File: src/rtl/mostrar_nota.sv
// mostrar_nota
// Turns a validated key press from a 13-key octave keyboard into a multi-digit
// glyph display. The display shows the octave number, the note letter and a
// sharp sign. It holds the note either for a fixed number of clocks or until
// the next key press.
//
// Ports
//   clk          : single clock, all state updates on its rising edge
//   reset_n      : asynchronous, active-low reset
//   tecla        : key index, 1..13 valid (13 = C of the next octave)
//   tecla_valida : one-cycle strobe qualifying tecla
//   octava       : current octave selection
//   modo         : 0 = timed hold, 1 = hold until the next key
//   resultado    : packed glyph codes, digit DIGITS-1 in the MSBs
//   activo       : high while a note is displayed
//   nota         : latched key index, 0 when idle
//
// Glyph codes: 0..9 are digits, A..G are 10..16, '#' is 17 and blank is 31.
module mostrar_nota #(
  parameter int DIGITS      = 8,
  parameter int CODE_W      = 5,
  parameter int OCT_W       = 3,
  parameter int HOLD_CYCLES = 50_000_000
) (
  input  logic                       clk,
  input  logic                       reset_n,
  input  logic [3:0]                 tecla,
  input  logic                       tecla_valida,
  input  logic [OCT_W-1:0]           octava,
  input  logic                       modo,
  output logic [DIGITS*CODE_W-1:0]   resultado,
  output logic                       activo,
  output logic [3:0]                 nota
);

  localparam int CNT_W = (HOLD_CYCLES > 1) ? $clog2(HOLD_CYCLES) : 1;
  localparam logic [OCT_W-1:0]  MAX_OCT   = {OCT_W{1'b1}};
  localparam logic [CODE_W-1:0] BLANK     = CODE_W'(31);
  localparam logic [CODE_W-1:0] SHARP     = CODE_W'(17);
  localparam logic [CNT_W-1:0]  HOLD_LOAD = CNT_W'(HOLD_CYCLES - 1);

  typedef enum logic {
    IDLE = 1'b0,
    SHOW = 1'b1
  } state_t;

  state_t                      r_state;
  logic [CNT_W-1:0]            r_cnt;
  logic [3:0]                  r_nota;
  logic [OCT_W-1:0]            r_oct;
  logic [DIGITS*CODE_W-1:0]    r_resultado;
  logic                        r_activo;

  state_t                      w_nextState;
  logic [CNT_W-1:0]            w_nextCnt;
  logic [3:0]                  w_nextNota;
  logic [OCT_W-1:0]            w_nextOct;
  logic [DIGITS*CODE_W-1:0]    w_nextRes;
  logic                        w_accept;

  // Letter glyph for each key; keys 1 and 13 are both C, 13 being one octave up.
  function automatic logic [CODE_W-1:0] letterOf(input logic [3:0] k);
    logic [CODE_W-1:0] code;
    code = BLANK;
    case (k)
      4'd1, 4'd2, 4'd13: code = CODE_W'(12);
      4'd3, 4'd4:        code = CODE_W'(13);
      4'd5:              code = CODE_W'(14);
      4'd6, 4'd7:        code = CODE_W'(15);
      4'd8, 4'd9:        code = CODE_W'(16);
      4'd10, 4'd11:      code = CODE_W'(10);
      4'd12:             code = CODE_W'(11);
      default:           code = BLANK;
    endcase
    return code;
  endfunction

  // The black keys are the sharps in the key layout.
  function automatic logic isSharp(input logic [3:0] k);
    return (k == 4'd2) || (k == 4'd4) || (k == 4'd7) ||
           (k == 4'd9) || (k == 4'd11);
  endfunction

  assign w_accept = tecla_valida && (tecla >= 4'd1) && (tecla <= 4'd13);

  // Next-state logic. An accepted key wins over everything, including a
  // timeout in the same cycle. Without one, SHOW counts down only in timed
  // mode and keeps the counter frozen in hold mode, so switching back to
  // timed mode resumes from where it stopped.
  always_comb begin
    w_nextState = r_state;
    w_nextCnt   = r_cnt;
    w_nextNota  = r_nota;
    w_nextOct   = r_oct;
    if (w_accept) begin
      w_nextState = SHOW;
      w_nextCnt   = HOLD_LOAD;
      w_nextNota  = tecla;
      if (tecla == 4'd13) begin
        w_nextOct = (octava == MAX_OCT) ? MAX_OCT : octava + OCT_W'(1);
      end else begin
        w_nextOct = octava;
      end
    end else if ((r_state == SHOW) && !modo) begin
      if (r_cnt == '0) begin
        w_nextState = IDLE;
        w_nextNota  = 4'd0;
      end else begin
        w_nextCnt = r_cnt - CNT_W'(1);
      end
    end
  end

  // Display image for the upcoming cycle. It is built from the next state so
  // that the registered outputs line up with the registered state.
  always_comb begin
    for (int d = 0; d < DIGITS; d++) begin
      w_nextRes[d*CODE_W +: CODE_W] = BLANK;
    end
    if (w_nextState == SHOW) begin
      w_nextRes[(DIGITS-1)*CODE_W +: CODE_W] = CODE_W'(w_nextOct);
      w_nextRes[CODE_W +: CODE_W]            = letterOf(w_nextNota);
      w_nextRes[0 +: CODE_W]                 = isSharp(w_nextNota) ? SHARP : BLANK;
    end else begin
      w_nextRes[(DIGITS-1)*CODE_W +: CODE_W] = CODE_W'(octava);
    end
  end

  // State and output registers. Reset blanks every digit, including the
  // octave digit.
  always_ff @(posedge clk or negedge reset_n) begin
    if (!reset_n) begin
      r_state     <= IDLE;
      r_cnt       <= '0;
      r_nota      <= 4'd0;
      r_oct       <= '0;
      r_resultado <= {DIGITS{BLANK}};
      r_activo    <= 1'b0;
    end else begin
      r_state     <= w_nextState;
      r_cnt       <= w_nextCnt;
      r_nota      <= w_nextNota;
      r_oct       <= w_nextOct;
      r_resultado <= w_nextRes;
      r_activo    <= (w_nextState == SHOW);
    end
  end

  assign resultado = r_resultado;
  assign activo    = r_activo;
  assign nota      = r_nota;

endmodule

File: config.mk
export PLATFORM = sky130hd
export DESIGN_NAME = mostrar_nota
export DESIGN_NICKNAME = d
export VERILOG_FILES = /design/src/rtl/mostrar_nota.sv
export SDC_FILE = /design/constraint.sdc
export NUM_CORES = 1
export LEC_CHECK = 0
export BUFFER_PORTS_ARGS = -buffer_cell sky130_fd_sc_hd__clkbuf_2
export CORE_UTILIZATION = 49
export DETAILED_ROUTE_END_ITERATION = 8
export GPL_ROUTABILITY_DRIVEN = 1
export PLACE_DENSITY = 0.87
export SLEW_MARGIN = 20
export SYNTH_ARGS = -nofsm -noshare
export SYNTH_HDL_FRONTEND = slang
export SYNTH_SLANG_ARGS = --single-unit
File: constraint.sdc
create_clock -name clk -period 2.98 [get_ports clk]
set_clock_uncertainty 0.05 [all_clocks]
set_input_delay 0.149 -clock clk [delete_from_list [all_inputs] [get_ports clk]]
set_output_delay 0.149 -clock clk [all_outputs]
set_load 0.05 [all_outputs]
=== After elaboration in Yosys (flattened, before gate mapping) ===
Memory sizes are Yosys's and may differ from the RTL's.
Cells that the tools add are included.

* Logic and storage cells: 44
* Output and inout port bits: 45
* ROM bits: 80
* Flip-flop bits (word level): 49
* Memories kept: 1

{| class="wikitable"
|+ Memories
! name !! words !! bits a word !! read ports !! clocked after memory_dff !! write ports !! line !! text
|-
| (name not given) || 16 || 5 || 1 || 0 || 0 || 65 || <nowiki>case (k)</nowiki>
|}

* Equality and inequality tests: 8
* Order comparisons: 2
* Reductions and logical operators: 11
* Add/sub/neg operators: 2
* Mux-type cells: 15

{| class="wikitable"
|+ Operator list
! cell !! number
|-
| 2-to-1 mux 26 bit || 3
|-
| logical NOT 26 bit || 1
|-
| subtractor 26 x 1 -> 26 bit, second input constant || 1
|-
| 2-to-1 mux 4 bit || 4
|-
| == test 4 bit, second input constant || 3
|-
| 2-to-1 mux 3 bit || 4
|-
| 2-to-1 mux 10 bit || 1
|-
| == test 4 x 3 -> 1 bit, second input constant || 2
|-
| == test 4 x 2 -> 1 bit, second input constant || 1
|-
| >= comparator 4 x 1 -> 1 bit, second input constant || 1
|-
| <= comparator 4 bit, second input constant || 1
|-
| logical OR 1 bit || 4
|-
| adder 3 x 1 -> 3 bit, second input constant || 1
|-
| == test 3 bit, second input constant || 1
|-
| logical AND 1 bit || 3
|-
| 2-to-1 mux 1 bit || 3
|-
| != test 2 bit, second input constant || 1
|-
| AND reduction 2 bit || 1
|-
| nonzero test 2 bit || 1
|-
| logical NOT 1 bit || 1
|}

=== Longest topological paths before layout ===
Gate-level depths: netlist of run 1.

* Depth after elaboration: 11
* Mapped depth: 12
* Mapped depth without buffers: 12

=== Worst setup path after synthesis of run 1 ===
OpenSTA, ideal clock, no wires.

* Path type: register to register
* From: register r_cnt[0]
* To: register r_resultado[5] (netlist: resultado[5])
* Slack: 220 ps
* Cell stages (with the launch flop): 11
* Arrival time: 2629 ps
* Setup time: 81 ps
* Cell sequence: dfrtp_1 -> inv_1 -> ha_1 -> or3b_2 -> nor4_2 -> nand3_1 -> a31o_2 -> inv_1 -> ha_1 -> or3_1 -> o211ai_1

* Cells in the longest elaborated chain, start to end: 6
* Elaborated cells on any way between the ends: 9

{| class="wikitable"
|+ RTL lines
! what !! line !! text
|-
| start, declared || 48 || <nowiki>logic [CNT_W-1:0] r_cnt;</nowiki>
|-
| start signal, assigned || 141 || <nowiki>r_cnt <= w_nextCnt;</nowiki>
|-
| logical NOT 26 bit || 105 || <nowiki>if (r_cnt == '0) begin</nowiki>
|-
| 2-to-1 mux 4 bit || 105 ||
|-
| 2-to-1 mux 4 bit || 104 || <nowiki>end else if ((r_state == SHOW) && !modo) begin</nowiki>
|-
| 2-to-1 mux 4 bit || 95 || <nowiki>if (w_accept) begin</nowiki>
|-
| via w_nextNota[1] || 56 || <nowiki>logic [3:0] w_nextNota;</nowiki>
|-
| memory (16 x 5 bit) || - ||
|-
| 2-to-1 mux 10 bit || 120 || <nowiki>if (w_nextState == SHOW) begin</nowiki>
|-
| via w_nextRes[5] || 58 || <nowiki>logic [DIGITS*CODE_W-1:0] w_nextRes;</nowiki>
|-
| end signal, assigned || 137 || <nowiki>r_resultado <= {DIGITS{BLANK}};</nowiki>
|-
| end signal, assigned || 144 || <nowiki>r_resultado <= w_nextRes;</nowiki>
|-
| end, declared || 51 || <nowiki>logic [DIGITS*CODE_W-1:0] r_resultado;</nowiki>
|}

The timed path passes the listed nets, and every way through them passes these cells.
A chain may end at the register's enable or synchronous reset.

=== Worst setup path after layout of run 1 ===
* From: register r_cnt[17]
* To: register r_resultado[5] (netlist: resultado[5])

The elaborated chain is that of the path after synthesis.

==> flow_summary.yaml, run 1 <==
routing:
  via_count: 1916
  drc: 0
  wl_um: 4790
  route.detailed.wl_per_inst_um: 13.1
  first_iter_violations: 141
  firstDrtPassIters: 4
  ant_nets: 0
  via_per_inst: 5.25
global_routing:
  grt_max_degree: 45
  grt_pass1_vias: 1743
  grt_usage_pct: 18.3
  grt_pass1_wl_um: 7710
  antenna_found_initial: 0
  gr-total-overflow: 0
timing:
  maxSlewHeadroom_pct: 36.8
  timing.setup.tns_ns: 0
  fin_crit_sh_pct: 93.5
  finalHoldViolCount: 34
  finalWorstSetupSlack_ns: 0.193
  holdWs_ns: -0.0513
  finalMaxSlewViolations: 0
  fmaxAchievable_mhz: 359
  min_period_ns: 2.79
  setup_viol: 0
  tightest_slew_ns: 0.948
synth:
  syn_inst: 267
  syn_avg_cell_area_sq_um: 9.62
  synth_top_cell_area_share_pct: 33.1
  synthFlopType: "dfrtp_1"
  yosysTopAreaCell: "dfrtp_1"
  synth_warnings: 0
  ys_types: 48
  syn_area_sq_um: 2570
  synth-edff-count: 0
  synth_area_leaders: "dfrtp_1 (33%), dfstp_2 (10%), buf_4 (8.8%), ha_1 (4.9%), xor2_1 (4.4%)"
  synth_async_sr_flop_share_pct: 100
  synth_seq_area_share_pct: 43.4
  yosys_register_bits: 44
clock_tree:
  numCtsBuffers: 5
  clockRootBuffer: "clkbuf_8"
  cts_tree: "yes"
  cts.path.max_buffers: 2
  cts.hold.buffers_added: 0
  insertion_delay_ns: 0.30
  htreeDepth: 2
  cts_sinks: 44
  clk_pin_slew_ns: 0.08
worst_setup_path:
  start_kind: "flop"
  arrival_ns: 2.96
  cp_max_fo: 7
  cp-end-kind: "flop"
  required_ns: 3.15
  crit_type: "flop to flop"
  r2r-start: "r_cnt[17]"
  worstReg2RegEnd: "resultado[5]"
  r2r_slack_ns: 0.19
  r2r_cells: 8
placement:
  gp_congestion: 0.835
  numPortBuffers: 28
  hpwl_um: 3400
  place_ws_ns: 0.0665
pwr:
  ir_drop_mv: 0.278
  p_per_area_nw_per_um2: 559
  power_mw: 1.59
  p_leak_nw: 1.20
status:
  violations: "negative hold slack"
  status: "finished with violations"
finish:
  syn2layout_area_growth_pct: 10.4
  fin_util_pct: 58.1
  fillers: 417
  antenna_cells: 0
  fin_nets: 318
  drive_gt1_share_pct: 22.1
run:
  maxCapViolCount: 0
die:
  ioPinCount: 56
  dieArea_sq_um: 5540
  dieHeight_um: 74.4
  initial_core_util_pct: 52.6
  coreArea_sq_um: 4880
  rows: 25
  die_w_um: 74.4
hold_path:
  hold_path_class: "primary input to async pin"
==> cell usage in the layout (no fill, tap or decap), drive strengths merged, types with 13 or more instances in the layout <==
master	count
clkbuf	33
conb	28
dfrtp	34
nand2	20
nand3	19
nor2	19
xor2	13
==> power breakdown <==
part	switching [mW]	total [mW]	internal, mW
Sequential	0.0186	0.671	0.652
Combinational	0.305	0.384	0.0788
Clock	0.196	0.531	0.335
==> worst max-delay path by stage <==
| stage | startpoint | endpoint | slack [ns] | cells past startpoint |
|---|---|---|---|---|
| floorplan | r_cnt[0] | resultado[5] | 0.22 | 10 |
| global placement | r_cnt[0] | resultado[5] | 0.18 | 10 |
| detailed placement | r_cnt[0] | resultado[5] | 0.07 | 10 |
| CTS | r_cnt[0] | resultado[5] | 0.05 | 10 |
| global route | r_cnt[14] | resultado[5] | -0.0003 | 8 |
| finish | r_cnt[17] | resultado[5] | 0.19 | 8 |
==> cells in the mapped netlist, drive strengths merged, types with 3 or more instances <==
master	number
dfrtp	34
buf	32
nand2	20
nand3	19
nor2	19
xor2	13
dfstp	10
ha	10
inv	10
o21ai	10
clkbuf	8
nand4	8
nor3	8
or4	8
nor4	7
xnor2	6
and2	5
or3	5
a21oi	3
a31o	3
a31oi	3
mux2	3
==> logic make-up after synthesis <==
family | Yosys count | share of synthesized area (%)
flops | 44 | 43.4
simple gates | 111 | 24.5
compound gates | 26 | 6.38
other cells | 2 | 0.292
xor+xnor | 19 | 6.48
mux | 5 | 2.09
buf+inv | 50 | 12.0
fa+ha+maj | 10 | 4.87
==> flip-flops by register name (all words and copies together) (netlist names) <==
register and flops:
nota 4, r_cnt 26, activo 1, r_oct 3, resultado 10
==> area by class of cell <==
class                   count  area (sq um)  share of cell area [%]
repair buffers             37           208                    7.32
well taps                  67          83.8                    2.96
clock buffers               6          72.6                    2.56
clock inverters             2          60.1                    2.12
multi-input cells         199          1260                    44.5
flip-flops and latches     44          1110                    39.3
inverters                  10          37.5                    1.32
==> per-stage QoR <==
| stage | area (sq um) | hold slack (ns) | cells |
|---|---|---|---|
| finish | 2840 | -0.0513 | 365 |
| global route | 2840 | 0.00652 | 365 |
| CTS | 2820 | 0.00885 | 365 |
| detailed placement | 2690 | 0.330 | 357 |
| global placement | 2690 | 0.328 | 357 |
| floorplan | 2670 | -0.197 | 293 |
==> critical path, cell delays in order (launching register included) <==
cell and delay (ns):
dfrtp_1 0.44, or4_1 0.62, nor4_4 0.30, nand3_1 0.16
a31o_2 0.31, inv_1 0.14, ha_1 0.25, or3_1 0.36
o211ai_1 0.09
==> what timing repair did <==
item / 4_1_cts / 5_1_grt
setup buffers: 0 / 0
endpoints found under the setup margin: 0 / 5
gates resized for setup: 0 / 3
==> metal layers <==
metal  wire length [um]  GRT usage, %  share of wire (%)
met5                  0             0                  0
met4                 72          6.08                1.5
met3                178          4.20                3.7
met2               2470          31.4                 52
met1               2070          22.7                 43
Note: power is estimated with default switching activity, not from simulation.
==> inputs of run 2 (changes only) <==
- GPL_TIMING_DRIVEN: default -> 0
- MAX_ROUTING_LAYER: default -> met4
==> run 2 against run 1 <==
  * The flow still finishes with violations (negative hold slack)
  * Highest routed layer unchanged
  * Critical endpoint is now resultado[3]
  * First-iteration DRC count increased by 30%
  * Via count is 5.6% higher
  * Maximum frequency about the same
  * Non-clock buffer count is 32 higher
==> flow_summary.yaml, run 2 (same netlist as run 1, synthesis figures left out) <==
status:
  status: "finished with violations"
  violations: "negative hold slack"
finish:
  final_common_cell: "dfrtp_1"
  final_area_sq_um: 3060
  drive_gt1_share_pct: 28.5
  fin_nets: 350
  layout_common_cells: "dfrtp_1 (34), buf_4 (31), conb_1 (28)"
  fin_util_pct: 62.8
  final_cells: 397
  top_register: "r_cnt"
  syn2layout_area_growth_pct: 19.2
  fillers: 423
  largest_reg_flops: 26
  antenna_cells: 0
die:
  ioPinCount: 56
  initial_core_util_pct: 52.6
  dieArea_sq_um: 5540
  coreArea_sq_um: 4880
  rows: 25
  dieHeight_um: 74.4
  die_w_um: 74.4
global_routing:
  grt_usage_pct: 21.6
  grt_pass1_wl_um: 8760
  antenna_found_initial: 0
  grt_max_degree: 45
  gr-total-overflow: 0
  grt_pass1_vias: 1947
timing:
  fin_crit_sh_pct: 93.6
  tightest_slew_ns: 0.918
  finalMaxSlewViolations: 0
  fmaxAchievable_mhz: 359
  timing.setup.tns_ns: 0
  maxSlewHeadroom_pct: 38.8
  min_period_ns: 2.79
  finalHoldViolCount: 34
  setup_viol: 0
  holdWs_ns: -0.0671
  rsz0062_at_grt: "no"
clock_tree:
  insertion_delay_ns: 0.30
  cts.hold.buffers_added: 0
  cts_tree: "yes"
  htreeDepth: 2
  cts_sinks: 44
  clk_pin_slew_ns: 0.08
  clockRootBuffer: "clkbuf_8"
  cts.path.max_buffers: 2
  numCtsBuffers: 5
routing:
  via_count: 2023
  ant_nets: 0
  first_iter_violations: 183
  via_per_inst: 5.10
  wl_um: 5230
  firstDrtPassIters: 4
  route.detailed.wl_per_inst_um: 13.2
  drc: 0
worst_setup_path:
  critical_path.cell_chain: "or4_1 -> nor4_4 -> nand3_2 -> a31o_2 -> inv_2 -> ha_1 -> nor2_1 -> nor4b_2 -> a31oi_1"
  r2r-start: "r_cnt[17]"
  r2r_slack_ns: 0.19
  path_delay_family: "simple AND/OR/NAND/NOR gates"
  r2r_cells: 9
  cp-end-kind: "flop"
  critPathBufInv: 1
  crit_type: "flop to flop"
  worstReg2RegEnd: "resultado[3]"
  cp_max_fo: 7
  start_kind: "flop"
  crit_path_max_incr_delay_ns: 0.64
  slowest_stage: "or4_1"
  required_ns: 3.13
  arrival_ns: 2.94
run:
  maxCapViolCount: 0
placement:
  numPortBuffers: 28
  dpl-instance-area_sq_um: 2890
  dp_cells: 388
  gp_congestion: 0.877
  hpwl_um: 3640
pwr:
  p_sw_mw: 0.539
  p_leak_nw: 1.30
  ir_drop_mv: 0.263
  clockPowerShare_pct: 33.1
  switching_share_pct: 32.9
  p_int_mw: 1.10
  p_comb_share_pct: 25.9
  p_per_area_nw_per_um2: 534
  p_seq_share_pct: 41.1
hold_path:
  hold_path_class: "primary input to async pin"
==> run 2: stage by stage <==
| stage | setup slack (ns) | total power, mW |
|---|---|---|
| 2_1_floorplan | 0.220 | 1.02 |
| 3_3_place_gp | -0.0583 | 1.09 |
| 3_5_place_dp | -0.0822 | 1.10 |
| 4_1_cts | 0.00832 | 1.64 |
| 5_1_grt | 0.0378 | 1.71 |
| 6_report | 0.191 | 1.64 |
==> run 2: metal layers <==
| metal | part of all wire, % | routed length (um) | GRT usage (%) | up-vias |
|---|---|---|---|---|
| li1 | - | - | - | 999 |
| met1 | 43 | 2260 | 26.6 | 968 |
| met2 | 51 | 2690 | 35.0 | 48 |
| met3 | 3.7 | 191 | 4.61 | 8 |
| met4 | 1.7 | 89 | 7.34 | 0 |
| met5 | 0 | 0 | - | - |
==> run 2: cell type report <==
type	count	area, sq um	share of cell area (%)
clock buffers	6	72.6	2.37
flip-flops and latches	44	1110	36.4
well taps	67	83.8	2.74
clock inverters	2	60.1	1.96
repair buffers	29	148	4.82
plain buffers	40	272	8.86
multi-input cells	199	1280	41.7
inverters	10	37.5	1.23
==> run 2: worst register-to-register path, stage by stage (launching register included) <==
cell and delay [ns]:
dfrtp_1 0.44, or4_1 0.64, nor4_4 0.36, nand3_2 0.15
a31o_2 0.31, inv_2 0.10, ha_1 0.19, nor2_1 0.08
nor4b_2 0.29, a31oi_1 0.10
==> run 2: worst max path at each step <==
stage	slack (ns)	to	start	cells after the start
2_1_floorplan	0.22	resultado[5]	r_cnt[0]	10
3_3_place_gp	-0.06	resultado[5]	r_cnt[0]	10
3_5_place_dp	-0.08	resultado[5]	r_cnt[0]	10
4_1_cts	0.008	resultado[5]	r_cnt[14]	9
5_1_grt	0.04	resultado[3]	r_cnt[0]	12
6_report	0.19	resultado[3]	r_cnt[17]	9
==> run 2: what timing repair did <==
item | CTS | global route
setup buffers | 0 | 1
pin swaps | 1 | 1
endpoints found under the setup margin | 4 | 18
resized for setup | 2 | 5
cloned | 0 | 0
==> run 2: power groups by stage <==
stage	clock network [mW]	registers [mW]	logic (mW)
2_1_floorplan	0	0.788	0.231
3_3_place_gp	0	0.680	0.410
3_5_place_dp	0	0.682	0.419
4_1_cts	0.547	0.671	0.424
5_1_grt	0.579	0.676	0.456
6_report	0.541	0.672	0.423
==> inputs of run 3 (changes only) <==
- CORE_MARGIN: default -> 4
==> run 3 against run 2 <==
  * The flow now finishes without violations
  * Register-to-register slack got worse by 0.05 ns
  * Utilization down 3.6 points
  * Routed wire length is 0.78% lower
  * Clock-buffer cell count unchanged
  * Cell area down 1.3%
  * Clock power is 32% lower
  * Sequential power is essentially flat
  * Global-route usage fell by 3.8 points
==> flow_summary.yaml, run 3 (same netlist as run 1, synthesis figures left out) <==
clock_tree:
  cts_tree: "yes"
  numCtsBuffers: 5
  cts.path.max_buffers: 2
  clk_pin_slew_ns: 0.08
  htreeDepth: 2
  clockRootBuffer: "clkbuf_8"
  cts_sinks: 44
  insertion_delay_ns: 0.30
worst_setup_path:
  start_kind: "flop"
  crit_path_max_incr_delay_ns: 0.62
  cp-end-kind: "flop"
  r2r_slack_ns: 0.14
  required_ns: 3.15
  cp_max_fo: 7
  critPathBufInv: 1
  path_delay_family: "simple AND/OR/NAND/NOR gates"
  slowest_stage: "or4_1"
  arrival_ns: 3.01
  critical_path.cell_chain: "or4_1 -> nor4_4 -> nand3_1 -> a31o_2 -> inv_1 -> ha_1 -> or3_1 -> o211ai_1"
  crit_type: "flop to flop"
routing:
  via_per_inst: 5.02
  wl_um: 5180
  firstDrtPassIters: 4
  first_iter_violations: 126
  route.detailed.wl_per_inst_um: 12.9
  drc: 0
  via_count: 2013
  ant_nets: 0
die:
  dieHeight_um: 80.4
  die_w_um: 80.4
  coreArea_sq_um: 5110
  dieArea_sq_um: 6460
  initial_core_util_pct: 50.3
  rows: 26
  ioPinCount: 56
finish:
  syn2layout_area_growth_pct: 17.7
  fin_nets: 351
  fin_util_pct: 59.2
  final_cells: 401
  fillers: 433
  drive_gt1_share_pct: 27.5
  layout_common_cells: "dfrtp_1 (34), buf_4 (31), conb_1 (28)"
  final_area_sq_um: 3020
  final_common_cell: "dfrtp_1"
  antenna_cells: 0
  largest_reg_flops: 26
  top_register: "r_cnt"
timing:
  finalMaxSlewViolations: 0
  finalHoldViolCount: 0
  finalWorstSetupSlack_ns: 0.141
  setup_viol: 0
  tightest_slew_ns: 0.936
  rsz0062_at_grt: "no"
  holdWs_ns: 0.0644
  fmaxAchievable_mhz: 352
  min_period_ns: 2.84
  maxSlewHeadroom_pct: 37.6
  fin_crit_sh_pct: 95.3
  timing.setup.tns_ns: 0
global_routing:
  grt_pass1_vias: 1873
  antenna_found_initial: 0
  grt_max_degree: 45
  gr-total-overflow: 0
  grt_pass1_wl_um: 8560
  grt_usage_pct: 17.7
pwr:
  p_int_mw: 0.925
  p_per_area_nw_per_um2: 482
  p_comb_share_pct: 28.8
  p_leak_nw: 1.28
  ir_drop_mv: 0.514
  switching_share_pct: 36.5
  power_mw: 1.46
  p_sw_mw: 0.532
  clockPowerShare_pct: 25.1
  p_seq_share_pct: 46.1
placement:
  hpwl_um: 3870
  place_ws_ns: -0.157
  dpl-instance-area_sq_um: 2890
  dp_cells: 391
  gp_congestion: 0.856
  numPortBuffers: 28
run:
  maxCapViolCount: 0
hold_path:
  hold_path_class: "primary input to flop"
status:
  status: "completed"
-- run 3: cell types whose count changed in the layout (fill, tap and decap cells not counted), sizes merged --
cell	delta
dlygate4sd3	+1
bufinv	-2
clkinvlp	+1
clkinv	+1
-- run 3: power groups by stage --
stage               Clock [mW]  Combinational (mW)  Sequential (mW)
floorplan                    0               0.231            0.788
global placement             0               0.411            0.680
detailed placement           0               0.418            0.683
CTS                      0.375               0.420            0.671
global route             0.399               0.451            0.677
finish                   0.366               0.420            0.671
-- run 3: cell type report --
type	count	area [sq um]	area share, %
Clock buffer	6	72.6	2.40
Buffer	40	272	8.98
Clock inverter	2	12.5	0.414
Inverter	10	37.5	1.24
Sequential cell	44	1110	36.8
Multi-Input combinational cell	199	1270	42.0
Tap cell	70	87.6	2.90
Timing Repair Buffer	30	158	5.21
-- run 3: timing repair --
action                     4_1_cts  5_1_grt
setup endpoints to repair        5       13
resized for setup                2        3
pin swaps                        1        0
setup buffers                    1        0
hold endpoints to repair         4        0
hold buffers                     1        0
-- run 3: layer usage --
metal	global-route usage, %	routed length, um	vias to the layer above	part of all wire, %
li1	-	-	999	-
met1	21.1	2280	958	44
met2	29.1	2590	50	50
met3	3.92	240	6	4.6
met4	7.43	79	0	1.5
met5	-	0	-	0
-- run 3: path summary, 6_finish.rpt --
kind | depth (start not counted) | to | startpoint
worst min register to register | 2 | r_oct[0] | r_oct[0]
worst max-delay path | 8 | resultado[5] | r_cnt[17]
worst min-delay path | 2 | resultado[36] | octava[1]
max in group asynchronous | 2 | r_cnt[25] | reset_n
min in group asynchronous | 2 | r_oct[1] | reset_n
worst max register to register | 8 | resultado[5] | r_cnt[17]
